--- src/rtl/serial_addsub_unit.sv ---
`default_nettype none
// ============================================================================
// Module   : serial_addsub_unit
// Brief    : Digit-serial add/subtract engine with valid/ready handshakes.
// Revision : 1.0
// ============================================================================
module serial_addsub_unit #(
  parameter int WIDTH = 32,
  parameter int DIGIT = 1
) (
  input  logic             clk,
  input  logic             reset,
  input  logic             in_valid,
  output logic             in_ready,
  input  logic [WIDTH-1:0] a,
  input  logic [WIDTH-1:0] b,
  input  logic             op,
  input  logic             cin,
  input  logic             abort,
  output logic             out_valid,
  input  logic             out_ready,
  output logic [WIDTH-1:0] result,
  output logic             cout,
  output logic             ovf,
  output logic             zero,
  output logic             busy
);

  localparam int N  = WIDTH / DIGIT;
  localparam int CW = (N > 1) ? $clog2(N) : 1;

  typedef enum logic [1:0] {
    S_IDLE = 2'd0,
    S_RUN  = 2'd1,
    S_DONE = 2'd2
  } state_t;

  state_t           r_state;
  logic [WIDTH-1:0] r_a;
  logic [WIDTH-1:0] r_b;
  logic [WIDTH-1:0] r_res;
  logic             r_op;
  logic             r_carry;
  logic             r_amsb;
  logic             r_bmsb;
  logic [CW-1:0]    r_cnt;

  logic [DIGIT:0]   w_sum;
  logic [WIDTH-1:0] w_res_next;
  logic [WIDTH-1:0] w_b_in;
  logic             w_accept;
  logic             w_last;

  assign in_ready = (r_state == S_IDLE) | ((r_state == S_DONE) & out_ready);
  assign w_accept = in_valid & in_ready;
  assign w_b_in   = op ? ~b : b;
  assign w_last   = (r_cnt == CW'(N - 1));
  assign w_sum    = {1'b0, r_a[DIGIT-1:0]} + {1'b0, r_b[DIGIT-1:0]}
                  + {{DIGIT{1'b0}}, r_carry};

  // Result fills from the top so the LSB digit lands at bit 0 after N shifts.
  generate
    if (DIGIT == WIDTH) begin : g_single
      assign w_res_next = w_sum[DIGIT-1:0];
    end else begin : g_multi
      assign w_res_next = {w_sum[DIGIT-1:0], r_res[WIDTH-1:DIGIT]};
    end
  endgenerate

  always_ff @(posedge clk or posedge reset) begin
    if (reset) begin
      r_state   <= S_IDLE;
      r_a       <= '0;
      r_b       <= '0;
      r_res     <= '0;
      r_op      <= 1'b0;
      r_carry   <= 1'b0;
      r_amsb    <= 1'b0;
      r_bmsb    <= 1'b0;
      r_cnt     <= '0;
      result    <= '0;
      cout      <= 1'b0;
      ovf       <= 1'b0;
      zero      <= 1'b0;
      out_valid <= 1'b0;
      busy      <= 1'b0;
    end else if (w_accept) begin
      r_state   <= S_RUN;
      r_a       <= a;
      r_b       <= w_b_in;
      r_op      <= op;
      r_carry   <= op ? ~cin : cin;
      r_amsb    <= a[WIDTH-1];
      r_bmsb    <= w_b_in[WIDTH-1];
      r_cnt     <= '0;
      out_valid <= 1'b0;
      busy      <= 1'b1;
    end else begin
      case (r_state)
        S_IDLE: ;
        S_RUN: begin
          if (abort) begin
            r_state <= S_IDLE;
            busy    <= 1'b0;
          end else begin
            r_res   <= w_res_next;
            r_a     <= r_a >> DIGIT;
            r_b     <= r_b >> DIGIT;
            r_carry <= w_sum[DIGIT];
            r_cnt   <= r_cnt + CW'(1);
            if (w_last) begin
              result    <= w_res_next;
              cout      <= r_op ? ~w_sum[DIGIT] : w_sum[DIGIT];
              ovf       <= (r_amsb == r_bmsb) & (w_res_next[WIDTH-1] != r_amsb);
              zero      <= (w_res_next == '0);
              out_valid <= 1'b1;
              busy      <= 1'b0;
              r_state   <= S_DONE;
            end
          end
        end
        S_DONE: begin
          if (out_ready) begin
            out_valid <= 1'b0;
            r_state   <= S_IDLE;
          end
        end
        default: begin
          r_state   <= S_IDLE;
          out_valid <= 1'b0;
          busy      <= 1'b0;
        end
      endcase
    end
  end

endmodule
`default_nettype wire

--- config.mk ---
export PLATFORM = sky130hd
export DESIGN_NAME = serial_addsub_unit
export DESIGN_NICKNAME = d
export VERILOG_FILES = /design/src/rtl/serial_addsub_unit.sv
export SDC_FILE = /design/constraint.sdc
export NUM_CORES = 1
export LEC_CHECK = 0
export ABC_AREA = 1
export BUFFER_PORTS_ARGS = -buffer_cell sky130_fd_sc_hd__buf_4
export CAP_MARGIN = 20
export CORE_ASPECT_RATIO = 1.4
export CORE_MARGIN = 3
export CORE_UTILIZATION = 56
export CTS_CLUSTER_SIZE = 14
export DETAILED_ROUTE_END_ITERATION = 12
export PLACE_DENSITY = 0.8
export SLEW_MARGIN = 20
export SYNTH_ARGS = -nofsm -noshare
export SYNTH_HDL_FRONTEND = slang
export SYNTH_SLANG_ARGS = --single-unit
--- constraint.sdc ---
create_clock -name clk -period 5.9 [get_ports clk]
set_input_delay 0.59 -clock clk [delete_from_list [all_inputs] [get_ports clk]]
set_output_delay 0.59 -clock clk [all_outputs]
set_load 0.05 [all_outputs]
==> run metrics <==
leakage power about 3.9 nW; max cap viols 0; Placer Congestion slightly below 0.8; Setup Fix Bufs, Post-CTS 0; status finished, final reports clean; Rows between 40 and 50; vias per inst approximately 5.1; final-report setup violation count 0; syn_nets approximately 800; Final Max Slew Viols 0; Final Power between 2 and 3 mW; PD cells approximately 380 nW/um^2; share of layout cells above drive strength 1 a little under a fifth; Mapped Area roughly 6400 um^2; Period minus WS final approximately 2600 ps; clk sink count between 100 and 150; post-synth cell types 26; post-cts sizing count 0; CP Class flop to flop; count leader, synth nand2_1; die width roughly 96 um; FF+latch area approximately 3600 um^2; buffers added on ports around 110; # hold bufs at CTS 0; post-synth top area share between 50% and 60%; Post-synth top cells nand2_1 (296), dfrtp_1 (143), nand3_1 (65); largest net degree at the start of global routing 90; initial drt markers 231; synthesized flop and latch total ~140; Slew headroom a little under a third; critical-path cell list nand3_4, nor2_4, clkinv_2, nand2_1, o21ai_1; Post-synth EDFFs 0; crit-path max FO 70; Setup crit end kind flop; Avg WL per Cell 13.0 um; post-detail-place hpwl about 8.3 mm; worst slew pin tran 1020 ps; Hold Path Class input pin to asynchronous set/reset pin; DRT Wirelength around 13 mm; Num CTS Buffers 17; area of the multi-input gates approximately 2400 um^2; Total Nets Final 906; GRT overflow 0; core area 11000 um^2; final hold viol count 0; Starting Density between 50 and 60%; initial antenna violation count 0; Worst Setup Start Kind flop; placed cells around 950; FFs w/ async S/R, synth between 90% and 100%; Worst EP required slightly above 6000 ps; Top FF cell, synth dfrtp_1; Yosys warnings 0; Ant. Diodes 0; drt pass-1 iters 5; VDD IR max about 210 uV; Max Buffers Root-to-Sink 2; DIE AREA 12700 um^2; Routed Antenna Nets 0; cell taking the most area after synthesis dfrtp_1; fmax 383 MHz; fill count 834; CTS tree done; I/O Pins 109; CP max stage delay around 680 ps; worst path bufs/invs 1; die height about 130 um; first-pass GRT wire length approximately 22 mm; vias in the first global route approximately 5k; H-tree depth 4; Layout Skew around 9.8 ps; global-route usage over all layers 21.7%; Worst EP arrival 2860 ps; fin cells 985; unrepaired setup endpoints after global routing false; Area contributors post-synth dfrtp_1 (56%), nand2_1 (17%), nand3_1 (5.1%), xor2_1 (3.4%), o21ai_0 (3.2%); Synth Instances 744; worst skew pair latency 410 ps; fin crit share approximately 44%; slowest stage cell, crit path clkinv_2; routed vias 5027; CP delay by family, top simple AND/OR/NAND/NOR gates; synthesized area per cell between 8 and 9 um^2; sequential cell area fraction in the yosys report a little under three fifths; Root Driver clkbuf_16; Area Overhead vs Synth 22.1%; clock transition at the registers of the reported paths 50 ps; Fin Setup TNS 0 ps; DRC viols 0
[metal layers]
metal,track usage [%],vias up,share of wire (%)
met5,0,-,0
met4,6.41,0,1.2
met3,5.08,17,4.6
met2,35.9,120,52
met1,28.1,2387,42
li1,-,2503,-
[per-stage QoR]
stage               hold slack, ps  utilization (%)  setup slack [ps]  area [um^2]
floorplan                      433                -              1470         6360
global placement               447             64.7              3230         7110
detailed placement             455             64.7              3170         7110
CTS                            223             70.6              3460         7750
global route                   251             70.7              2920         7760
finish                         211             70.7              3290         7760
[state kept, by name, indices dropped and copies added, names as in the netlist]
register   count
r_a           32
r_b           32
result        32
r_res         31
r_cnt          5
r_state        2
busy           1
cout           1
out_valid      1
ovf            1
r_amsb         1
r_bmsb         1
r_carry        1
r_op           1
zero           1
[area by class of cell]
cell class                 instances  share of cell area (%)
sequential                       143                    46.1
multi-input combinational        517                    30.5
timing repair buffer             109                    10.6
clock buffer                      21                    5.93
clock inverter                    10                    2.39
tap                              141                    2.27
inverter                          44                    2.23
[power breakdown]
group | internal [mW] | switching (mW) | leakage [nW] | total [mW]
clock network | 0.770 | 0.392 | 0.313 | 1.16
registers | 1.16 | 0.119 | 1.87 | 1.28
logic | 0.178 | 0.286 | 1.68 | 0.464
[cell usage in the layout (no fill, tap or decap), drive strengths merged]
cell type	synthesis	layout
o21ai	71	71
ha	2	2
buf	32	109
inv	44	42
dfrtp	143	143
xnor2	1	1
bufinv	0	5
o211ai	1	1
xor2	25	25
a31oi	1	1
fa	1	1
clkinv	0	6
nand2	298	298
o31ai	1	1
nor2	46	46
clkbuf	8	21
clkinvlp	0	1
a21oi	3	3
nand3	66	66
nand4	1	1
[cells by family (layout without fill, tap and decap cells)]
family | after synthesis | in the layout | synth area share [%]
buffers and inverters | 84 | 184 | 6.50
AOI/OAI and AO/OA | 77 | 77 | 6.46
adders and majority gates | 3 | 3 | 0.709
xor gates and xnor gates | 26 | 26 | 3.58
and+or+nand+nor | 411 | 411 | 26.5
DFF | 143 | 143 | 56.3
[worst paths after layout]
check,end,slack [ps],cells after the start,start
worst max-delay path,result[3]$_DFFE_PP0P_,3290,5,r_state[0]$_DFFE_PP0P_
worst min-delay path,result[28]$_DFFE_PP0P_,210,2,reset
worst max register to register,result[3]$_DFFE_PP0P_,3290,5,r_state[0]$_DFFE_PP0P_
worst min register to register,r_cnt[3]$_DFFE_PP0P_,460,1,r_cnt[3]$_DFFE_PP0P_
max in group asynchronous,r_res[6]$_DFFE_PP0P_,4520,3,reset
min in group clk,r_a[23]$_DFFE_PP0P_,400,3,a[23]
Note: power is estimated with default switching activity, not from simulation.
